### config.mk
export PLATFORM = sky130hd
export DESIGN_NAME = fma16_normround_flat
export DESIGN_NICKNAME = d
export VERILOG_FILES = /design/src/rtl/fma16_pkg.sv /design/src/rtl/fma16_normround_if.sv /design/src/rtl/fma16_lzc.sv /design/src/rtl/fma16_normround.sv /design/src/flat_wrapper.sv
export SDC_FILE = /design/constraint.sdc
export NUM_CORES = 1
export LEC_CHECK = 0
export ABC_AREA = 1
export BUFFER_PORTS_ARGS = -buffer_cell sky130_fd_sc_hd__buf_2
export CORE_MARGIN = 4
export CORE_UTILIZATION = 35
export DETAILED_ROUTE_END_ITERATION = 6
export GPL_TIMING_DRIVEN = 0
export SLEW_MARGIN = 30
export SYNTH_ARGS = -nofsm -noshare
export SYNTH_HDL_FRONTEND = slang
export SYNTH_SLANG_ARGS = --single-unit
### constraint.sdc
create_clock -name clk -period 7.23 [get_ports clk]
set_clock_uncertainty 0.15 [all_clocks]
set_input_delay 0.723 -clock clk [delete_from_list [all_inputs] [get_ports clk]]
set_output_delay 0.723 -clock clk [all_outputs]
set_load 0.02 [all_outputs]
### src/rtl/fma16_pkg.sv
// Shared types, constants and rounding helpers for the fma16 normalize/round back end.
package fma16_pkg;

    typedef enum logic [1:0] {
        RZ  = 2'b00,
        RNE = 2'b01,
        RDN = 2'b10,
        RUP = 2'b11
    } roundmode_t;

    typedef struct packed {
        logic invalid;
        logic overflow;
        logic underflow;
        logic inexact;
    } flags_t;

    localparam int BIAS = 15;
    localparam int NF   = 10;
    localparam int EMAX = 30;
    localparam logic [14:0] MAXNORM = 15'h7BFF;
    localparam logic [14:0] INF     = 15'h7C00;

    function automatic logic round_inc(input roundmode_t rm, input logic sign,
                                       input logic g, input logic s, input logic lsb);
        case (rm)
            RNE:     return g & (s | lsb);
            RDN:     return (g | s) & sign;
            RUP:     return (g | s) & ~sign;
            default: return 1'b0;
        endcase
    endfunction

    // True when an overflowing result must become infinity rather than maxnorm.
    function automatic logic round_away(input roundmode_t rm, input logic sign);
        return (rm == RNE) | ((rm == RUP) & ~sign) | ((rm == RDN) & sign);
    endfunction

endpackage

### src/rtl/fma16_normround_if.sv
// Handshake bundle between the fma16 adder stage, the normalize/round back end and its consumer.
interface fma16_normround_if #(
    parameter int SM_W = 34,
    parameter int SE_W = 7
);
    logic            in_valid;
    logic            in_ready;
    logic [SM_W-1:0] Sm;
    logic [SE_W-1:0] Se;
    logic            Ss;
    logic            ASticky;
    logic [1:0]      roundmode;
    logic            special;
    logic [15:0]     special_val;
    logic [3:0]      special_flags;
    logic            out_valid;
    logic            out_ready;
    logic [15:0]     result;
    logic [3:0]      flags;

    modport master (
        output in_valid, Sm, Se, Ss, ASticky, roundmode, special, special_val, special_flags,
        output out_ready,
        input  in_ready, out_valid, result, flags
    );

    modport slave (
        input  in_valid, Sm, Se, Ss, ASticky, roundmode, special, special_val, special_flags,
        input  out_ready,
        output in_ready, out_valid, result, flags
    );
endinterface

### src/rtl/fma16_lzc.sv
// Leading-one index of a W-bit vector plus an all-zero flag.
module fma16_lzc #(
    parameter int W  = 34,
    parameter int IW = $clog2(W)
) (
    input  logic [W-1:0]  v,
    output logic [IW-1:0] idx,
    output logic          zero
);
    always_comb begin
        idx = '0;
        for (int i = 0; i < W; i++) begin
            if (v[i]) idx = IW'(i);
        end
    end

    assign zero = (v == '0);
endmodule

### src/rtl/fma16_normround.sv
// Two-stage normalize/round/pack of the fma16 magnitude sum into binary16 with flags.
// Gradual underflow is built only when FMA16_SUBNORM_EN is defined; otherwise tiny results flush to zero.
module fma16_normround
    import fma16_pkg::*;
#(
    parameter int SM_W  = 34,
    parameter int SE_W  = 7,
    parameter int BINPT = 21
) (
    input logic clk,
    input logic reset,
    fma16_normround_if.slave bus
);
    localparam int LW = $clog2(SM_W);
    localparam int EW = SE_W + 2;
    localparam int XW = SM_W + 12;
    localparam int PW = EW + NF;

    logic [LW-1:0]   lz_idx;
    logic            lz_zero;
    logic [EW-1:0]   e_next;

    logic            s1_valid, s2_valid, s1_adv, s2_adv;
    logic [SM_W-1:0] s1_sm;
    logic [LW-1:0]   s1_lidx;
    logic [EW-1:0]   s1_e;
    logic            s1_ss, s1_ast, s1_zero, s1_special;
    logic [1:0]      s1_rm;
    logic [15:0]     s1_sval;
    logic [3:0]      s1_sflags;
    logic [15:0]     s2_result, st2_result;
    flags_t          s2_flags, st2_flags;

    fma16_lzc #(.W(SM_W)) u_lzc (.v(bus.Sm), .idx(lz_idx), .zero(lz_zero));

    assign e_next = {{(EW-SE_W){bus.Se[SE_W-1]}}, bus.Se}
                  + {{(EW-LW){1'b0}}, lz_idx} - EW'(BINPT);

    // A stage takes new data when it is empty or its content moves on this cycle;
    // a beat transfers on any edge where valid and ready are both high.
    assign s2_adv       = ~s2_valid | bus.out_ready;
    assign s1_adv       = ~s1_valid | s2_adv;
    assign bus.in_ready = s1_adv;
    assign bus.out_valid = s2_valid;
    assign bus.result    = s2_result;
    assign bus.flags     = s2_flags;

    always_ff @(posedge clk) begin
        if (reset) begin
            s1_valid  <= 1'b0;
            s2_valid  <= 1'b0;
            s2_result <= '0;
            s2_flags  <= '0;
        end else begin
            if (s1_adv) begin
                s1_valid <= bus.in_valid;
                if (bus.in_valid) begin
                    s1_sm      <= bus.Sm;
                    s1_lidx    <= lz_idx;
                    s1_e       <= e_next;
                    s1_ss      <= bus.Ss;
                    s1_ast     <= bus.ASticky;
                    s1_rm      <= bus.roundmode;
                    s1_zero    <= lz_zero;
                    s1_special <= bus.special;
                    s1_sval    <= bus.special_val;
                    s1_sflags  <= bus.special_flags;
                end
            end
            if (s2_adv) begin
                s2_valid <= s1_valid;
                if (s1_valid) begin
                    s2_result <= st2_result;
                    s2_flags  <= st2_flags;
                end
            end
        end
    end

    logic [LW-1:0]   sh_l;
    logic [SM_W-1:0] aligned;
    logic [XW-1:0]   ext, shifted;
    logic            tiny, hidden, g, s, inc, ovf;
    logic [NF-1:0]   frac;
    logic [EW-1:0]   exp_base, final_exp;
    logic [PW-1:0]   pack;

    // Leading one lands on the hidden bit at the top of ext; 12 spare bits catch the subnormal shift-out.
    assign sh_l    = LW'(SM_W - 1) - s1_lidx;
    assign aligned = s1_sm << sh_l;
    assign ext     = {aligned, 12'b0};
    assign tiny    = s1_zero | s1_e[EW-1] | (s1_e == '0);

`ifdef FMA16_SUBNORM_EN
    logic [EW-1:0] neg_e;
    logic [3:0]    sub_sh;
    assign neg_e   = '0 - s1_e;
    assign sub_sh  = (neg_e >= EW'(11)) ? 4'd12 : 4'(neg_e + EW'(1));
    assign shifted = tiny ? (ext >> sub_sh) : ext;
`else
    assign shifted = ext;
`endif

    assign hidden = shifted[XW-1];
    assign frac   = shifted[XW-2 -: NF];
    assign g      = shifted[XW-2-NF];
    assign s      = (|shifted[XW-3-NF:0]) | s1_ast;
    assign inc    = round_inc(roundmode_t'(s1_rm), s1_ss, g, s, frac[0]);

    // Hidden bit adds one to the exponent field, so a normal uses E-1 and a carry-out ripples naturally.
    assign exp_base  = tiny ? '0 : s1_e - EW'(1);
    assign pack      = {exp_base, {NF{1'b0}}} + PW'({hidden, frac}) + PW'(inc);
    assign final_exp = pack[PW-1:NF];
    assign ovf       = final_exp > EW'(EMAX);

    always_comb begin
        st2_result          = {s1_ss, pack[14:0]};
        st2_flags           = '0;
        st2_flags.underflow = tiny & (g | s);
        st2_flags.inexact   = g | s;
        if (s1_special) begin
            st2_result = s1_sval;
            st2_flags  = flags_t'(s1_sflags);
        end else if (s1_zero & ~s1_ast) begin
            st2_result = {s1_ss, 15'h0000};
            st2_flags  = '0;
`ifndef FMA16_SUBNORM_EN
        end else if (tiny) begin
            st2_result          = {s1_ss, 15'h0000};
            st2_flags           = '0;
            st2_flags.underflow = 1'b1;
            st2_flags.inexact   = 1'b1;
`endif
        end else if (ovf) begin
            st2_result         = {s1_ss, round_away(roundmode_t'(s1_rm), s1_ss) ? INF : MAXNORM};
            st2_flags          = '0;
            st2_flags.overflow = 1'b1;
            st2_flags.inexact  = 1'b1;
        end
    end
endmodule
### src/flat_wrapper.sv
// flat-port wrapper written by rule: the top's interface ports become plain ports
module fma16_normround_flat import fma16_pkg::*;
#(
    parameter int SM_W  = 34,
    parameter int SE_W  = 7,
    parameter int BINPT = 21
)
  (clk, reset, bus_in_valid, bus_Sm, bus_Se, bus_Ss, bus_ASticky, bus_roundmode, bus_special, bus_special_val, bus_special_flags, bus_out_ready, bus_in_ready, bus_out_valid, bus_result, bus_flags);
  fma16_normround_if #(.SM_W(SM_W), .SE_W(SE_W)) bus_i ();
  input logic clk;
  input logic reset;
  input wire logic [$bits(bus_i.in_valid)-1:0] bus_in_valid;
  input wire logic [$bits(bus_i.Sm)-1:0] bus_Sm;
  input wire logic [$bits(bus_i.Se)-1:0] bus_Se;
  input wire logic [$bits(bus_i.Ss)-1:0] bus_Ss;
  input wire logic [$bits(bus_i.ASticky)-1:0] bus_ASticky;
  input wire logic [$bits(bus_i.roundmode)-1:0] bus_roundmode;
  input wire logic [$bits(bus_i.special)-1:0] bus_special;
  input wire logic [$bits(bus_i.special_val)-1:0] bus_special_val;
  input wire logic [$bits(bus_i.special_flags)-1:0] bus_special_flags;
  input wire logic [$bits(bus_i.out_ready)-1:0] bus_out_ready;
  output wire logic [$bits(bus_i.in_ready)-1:0] bus_in_ready;
  output wire logic [$bits(bus_i.out_valid)-1:0] bus_out_valid;
  output wire logic [$bits(bus_i.result)-1:0] bus_result;
  output wire logic [$bits(bus_i.flags)-1:0] bus_flags;
  assign bus_i.in_valid = bus_in_valid;
  assign bus_i.Sm = bus_Sm;
  assign bus_i.Se = bus_Se;
  assign bus_i.Ss = bus_Ss;
  assign bus_i.ASticky = bus_ASticky;
  assign bus_i.roundmode = bus_roundmode;
  assign bus_i.special = bus_special;
  assign bus_i.special_val = bus_special_val;
  assign bus_i.special_flags = bus_special_flags;
  assign bus_i.out_ready = bus_out_ready;
  assign bus_in_ready = bus_i.in_ready;
  assign bus_out_valid = bus_i.out_valid;
  assign bus_result = bus_i.result;
  assign bus_flags = bus_i.flags;
  fma16_normround #(.SM_W(SM_W), .SE_W(SE_W), .BINPT(BINPT)) u_core (.clk(clk), .reset(reset), .bus(bus_i));
endmodule
==> flow_summary.rst <==
.. list-table::
   :header-rows: 1

   * - Metric
     - Value
   * - Placement Cell Area
     - approximately 7500 um^2
   * - Share of layout cells above drive strength 1
     - roughly a fifth
   * - Max-slew violations
     - 0
   * - Antenna violations before repair
     - 0
   * - Post-detailed-route DRC marker count
     - 0
   * - Dominant delay contributor by cell family on the critical path
     - simple AND/OR/NAND/NOR gates
   * - Wire length reported by the detailed router
     - 17600 um
   * - Worst slew margin relative to its limit
     - 61.3%
   * - Switching part of the total
     - 31.9%
   * - Number of global-route vias before repair
     - 5922
   * - Setup repair after global routing missed its margin
     - no
   * - Top cell type's share of synthesized area
     - ~33%
   * - Number of buffers created by CTS
     - 9
   * - Number of different library cells in the post-synthesis netlist
     - between 50 and 60
   * - Clk root buf
     - clkbuf_16
   * - Launch point of the worst path
     - u_core.s1_lidx[1]$_DFFE_PP_
   * - Post-Synthesis Net Count
     - 993
   * - Accumulated negative setup slack
     - 0 ns
   * - Max-Cap Viols
     - 0
   * - Highest clock frequency the design can meet
     - 169 MHz
   * - Clock network fraction of design power
     - between 30% and 40%
   * - Crit path largest cell delay
     - 0.48 ns
   * - Clock transition at the registers of the reported paths
     - 0.08 ns
   * - Maximum count of clock buffers along a single path
     - 2
   * - Count of pins on the block boundary
     - 92
   * - Switching power
     - 471 uW
   * - Per-cell via count in the routed design
     - 4.91
   * - Power density over cell area
     - roughly 190 nW/um^2
   * - Placer's final routability congestion estimate
     - 0.921
   * - Via count of the routed design
     - 6271
   * - Number of port buffers
     - 91
   * - DRT antenna net count
     - 0
   * - Synth top cells by count
     - nand2_1, nand3_1, inv_1, edfxtp_1, nor2_1
   * - Top FF cell, synth
     - edfxtp_1
   * - Critical Path Most Common Cell
     - nand2_1
   * - Worst reg2reg path depth
     - 31
   * - Comb pwr share
     - 23.4%
   * - Iteration-0 DRC count of the detailed router
     - approximately 500
   * - CTS tree
     - yes
   * - Floorplan die area
     - about 22000 um^2
   * - Antenna diode count
     - 0
   * - Largest cells by area after synthesis
     - edfxtp_1, nand2_1, dfxtp_1
   * - Total instance count after detailed placement
     - 1261
   * - Endpoint of the worst-slack reg-to-reg timing path
     - u_core.bus.result[14]$_SDFFE_PP0P_
   * - H-tree levels
     - 3
   * - Clock Sink Count
     - 97
   * - First-pass GRT wire length
     - approximately 29000 um
   * - Final instance area
     - 7840 um^2
   * - Half-perimeter wire length after detailed placement
     - 14300 um
   * - Fin. Hold Viols
     - 0
   * - WP depth
     - 31
   * - Total number of yosys warnings
     - 0
   * - Area used by multi-input combinational logic
     - 3490 um^2
   * - Async SR Flop Fraction
     - 0%
   * - Count of flip-flops with a built-in enable after synthesis
     - 75
   * - Critical Path RT
     - 7.31 ns
   * - Number of gates resized after cts
     - 0
   * - Kind of end point of the critical path
     - flip-flop
   * - Number of standard cells in the layout, taps in and fillers out
     - 1277
   * - Critical register-to-register path startpoint
     - u_core.s1_lidx[1]$_DFFE_PP_
   * - WL/cell
     - 13.8 um
   * - Number of buffers inserted by hold repair at cts
     - 0
   * - Average footprint of a synthesized cell
     - 7.41 um^2
   * - Total iterations of the first detailed-routing run
     - 5
   * - Sequential share of power
     - 44.3%
   * - Setup-violating endpoint count in the final report
     - 0
   * - Synthesized cell area
     - approximately 6700 um^2
   * - Maximum fanout along the worst path
     - 10
   * - Data arrival time of the critical path
     - 6.02 ns
   * - CORE AREA
     - ~19000 um^2
   * - Final period demand of the worst path
     - 5.93 ns
   * - Largest area contributor in the netlist
     - edfxtp_1
   * - Combined global-route utilization of all metal layers
     - 16.4%
   * - Slowest cell on the critical path
     - o21ai_0
   * - Total global routing overflow
     - 0
   * - Hold Crit Class
     - flip-flop to flip-flop
   * - Final worst path period share
     - between 80% and 90%
   * - Register Area
     - 2690 um^2
   * - Buf/Inv on CP
     - 7
   * - Post-synthesis cell count
     - 909
   * - Clock insertion delay at the later pin of the skew report
     - 0.36 ns
   * - Floorplan row count
     - 50
   * - Proportion of synthesized chip area in sequential cells
     - 40.0%
   * - CP Capture Point
     - u_core.bus.result[14]$_SDFFE_PP0P_
   * - Result of the run
     - completed
   * - Slack of the worst reg-to-reg path
     - about 1.3 ns
   * - Layout filler cell count
     - 1972
   * - Number of synthesized register bits
     - 97
   * - Peak supply drop
     - 0.105 mV
   * - Internal power
     - around 1.0 mW
   * - Top-count cell post-synth
     - nand2_1
   * - Initial cell density of the core
     - 35.8%
   * - X dimension of the die
     - 147 um
   * - Net count reported at finish
     - 1096
   * - Worst hold slack
     - 0.317 ns
   * - DIE HEIGHT
     - 147 um
   * - Crit path kind
     - flip-flop to flip-flop
   * - Leakage Power
     - 3.52 nW
   * - Critical path launch point type
     - flip-flop
   * - Area growth syn-to-layout
     - 16.4%
   * - Count of buffers added by post-CTS timing repair for setup
     - 0
   * - Largest net degree at the start of global routing
     - 56
   * - Transition time at the pin with the least slew margin
     - 0.574 ns
[layout make-up]
cell class	instances	share of cell area (%)
timing repair buffer	92	6.16
tap	260	4.15
clock buffer	9	2.87
clock inverter	7	0.894
inverter	93	4.52
buffer	36	2.58
sequential	97	34.3
multi-input combinational	683	44.5
[cells by family (layout without fill, tap and decap cells)]
family | count (synthesis) | in the layout | share of synthesized area (%)
adders and majority gates | 14 | 14 | 2.71
xor gates and xnor gates | 21 | 21 | 2.95
buffers and inverters | 129 | 237 | 8.23
and+or+nand+nor | 479 | 479 | 31.9
DFF | 97 | 97 | 40.0
muxes | 3 | 3 | 0.446
AOI/OAI and AO/OA | 166 | 166 | 13.8
[worst min path at each step]
| stage | from | endpoint | slack (ns) | depth (start not counted) |
|---|---|---|---|---|
| after floorplan | u_core.s1_sflags[2]$_DFFE_PP_ | u_core.bus.flags[2]$_SDFFE_PP0P_ | 0.35 | 2 |
| after global placement | u_core.bus.flags[3]$_SDFFE_PP0P_ | u_core.bus.flags[3]$_SDFFE_PP0P_ | 0.30 | 2 |
| after detailed placement | u_core.bus.flags[3]$_SDFFE_PP0P_ | u_core.bus.flags[3]$_SDFFE_PP0P_ | 0.31 | 2 |
| after CTS | u_core.bus.flags[3]$_SDFFE_PP0P_ | u_core.bus.flags[3]$_SDFFE_PP0P_ | 0.32 | 2 |
| after global routing | u_core.bus.flags[3]$_SDFFE_PP0P_ | u_core.bus.flags[3]$_SDFFE_PP0P_ | 0.35 | 2 |
| final | u_core.bus.flags[3]$_SDFFE_PP0P_ | u_core.bus.flags[3]$_SDFFE_PP0P_ | 0.32 | 2 |
[worst register-to-register path: cells and delay by family, from the launching register on]
kind	cells	cell delay [ns]
fa+ha+maj	3	0.83
buf+inv	7	1.46
compound gates	6	1.40
simple gates	15	1.63
flops	1	0.36
[state kept, by name, summed over array words and instances (netlist names), 2 cells and up]
signal / cells
u_core.s1_rm: 2
u_core.bus.result: 16
u_core.bus.flags: 4
u_core.s1_sm: 34
u_core.s1_lidx: 6
u_core.s1_e: 9
u_core.s1_sval: 16
u_core.s1_sflags: 4
[stage by stage]
| stage | utilization, % | setup slack [ns] | total power [mW] |
|---|---|---|---|
| 2_1_floorplan | - | 2.70 | 0.909 |
| 3_3_place_gp | 39.9 | 1.47 | 1.01 |
| 5_1_grt | 41.6 | 0.874 | 1.56 |
| 6_report | 41.6 | 1.30 | 1.47 |
| 4_1_cts | 41.6 | 1.43 | 1.48 |
| 3_5_place_dp | 40.1 | 1.45 | 1.01 |
[placed cells by master, fill, tap and decap left out, drive strengths merged, types with 2 or more instances in the layout]
master  Yosys  routed
buf        25     117
nor4        8       8
xor2       13      13
a31oi       7       7
nand3      98      98
o211ai      2       2
o22ai       2       2
and2        2       2
nand2     280     280
mux2i       3       3
o21ai      93      93
clkinv      1       2
clkbuf     11      20
or2        11      11
xnor2       8       8
nor3        4       4
ha         13      13
o21bai      6       6
inv        92      97
dfxtp      22      22
nor2       64      64
a21oi      51      51
nand3b      6       6
edfxtp     75      75
nand4       4       4
[power groups by stage]
| stage | registers [mW] | logic (mW) | clock network (mW) |
|---|---|---|---|
| 2_1_floorplan | 0.673 | 0.236 | 0 |
| 3_3_place_gp | 0.667 | 0.339 | 0 |
| 3_5_place_dp | 0.666 | 0.344 | 0 |
| 4_1_cts | 0.653 | 0.346 | 0.486 |
| 5_1_grt | 0.657 | 0.392 | 0.509 |
| 6_report | 0.653 | 0.346 | 0.475 |
[metal layers]
layer  up-vias  part of all wire, %  wire length [um]  track usage [%]
met5         -                    0                 0                0
met4         0                  1.3               232             4.52
met3        15                  4.8               844             2.22
met2       147                   45              7960             25.6
met1      2853                   49              8590             24.0
li1       3256                    -                 -                -
Power figures use the tool's default switching activity.
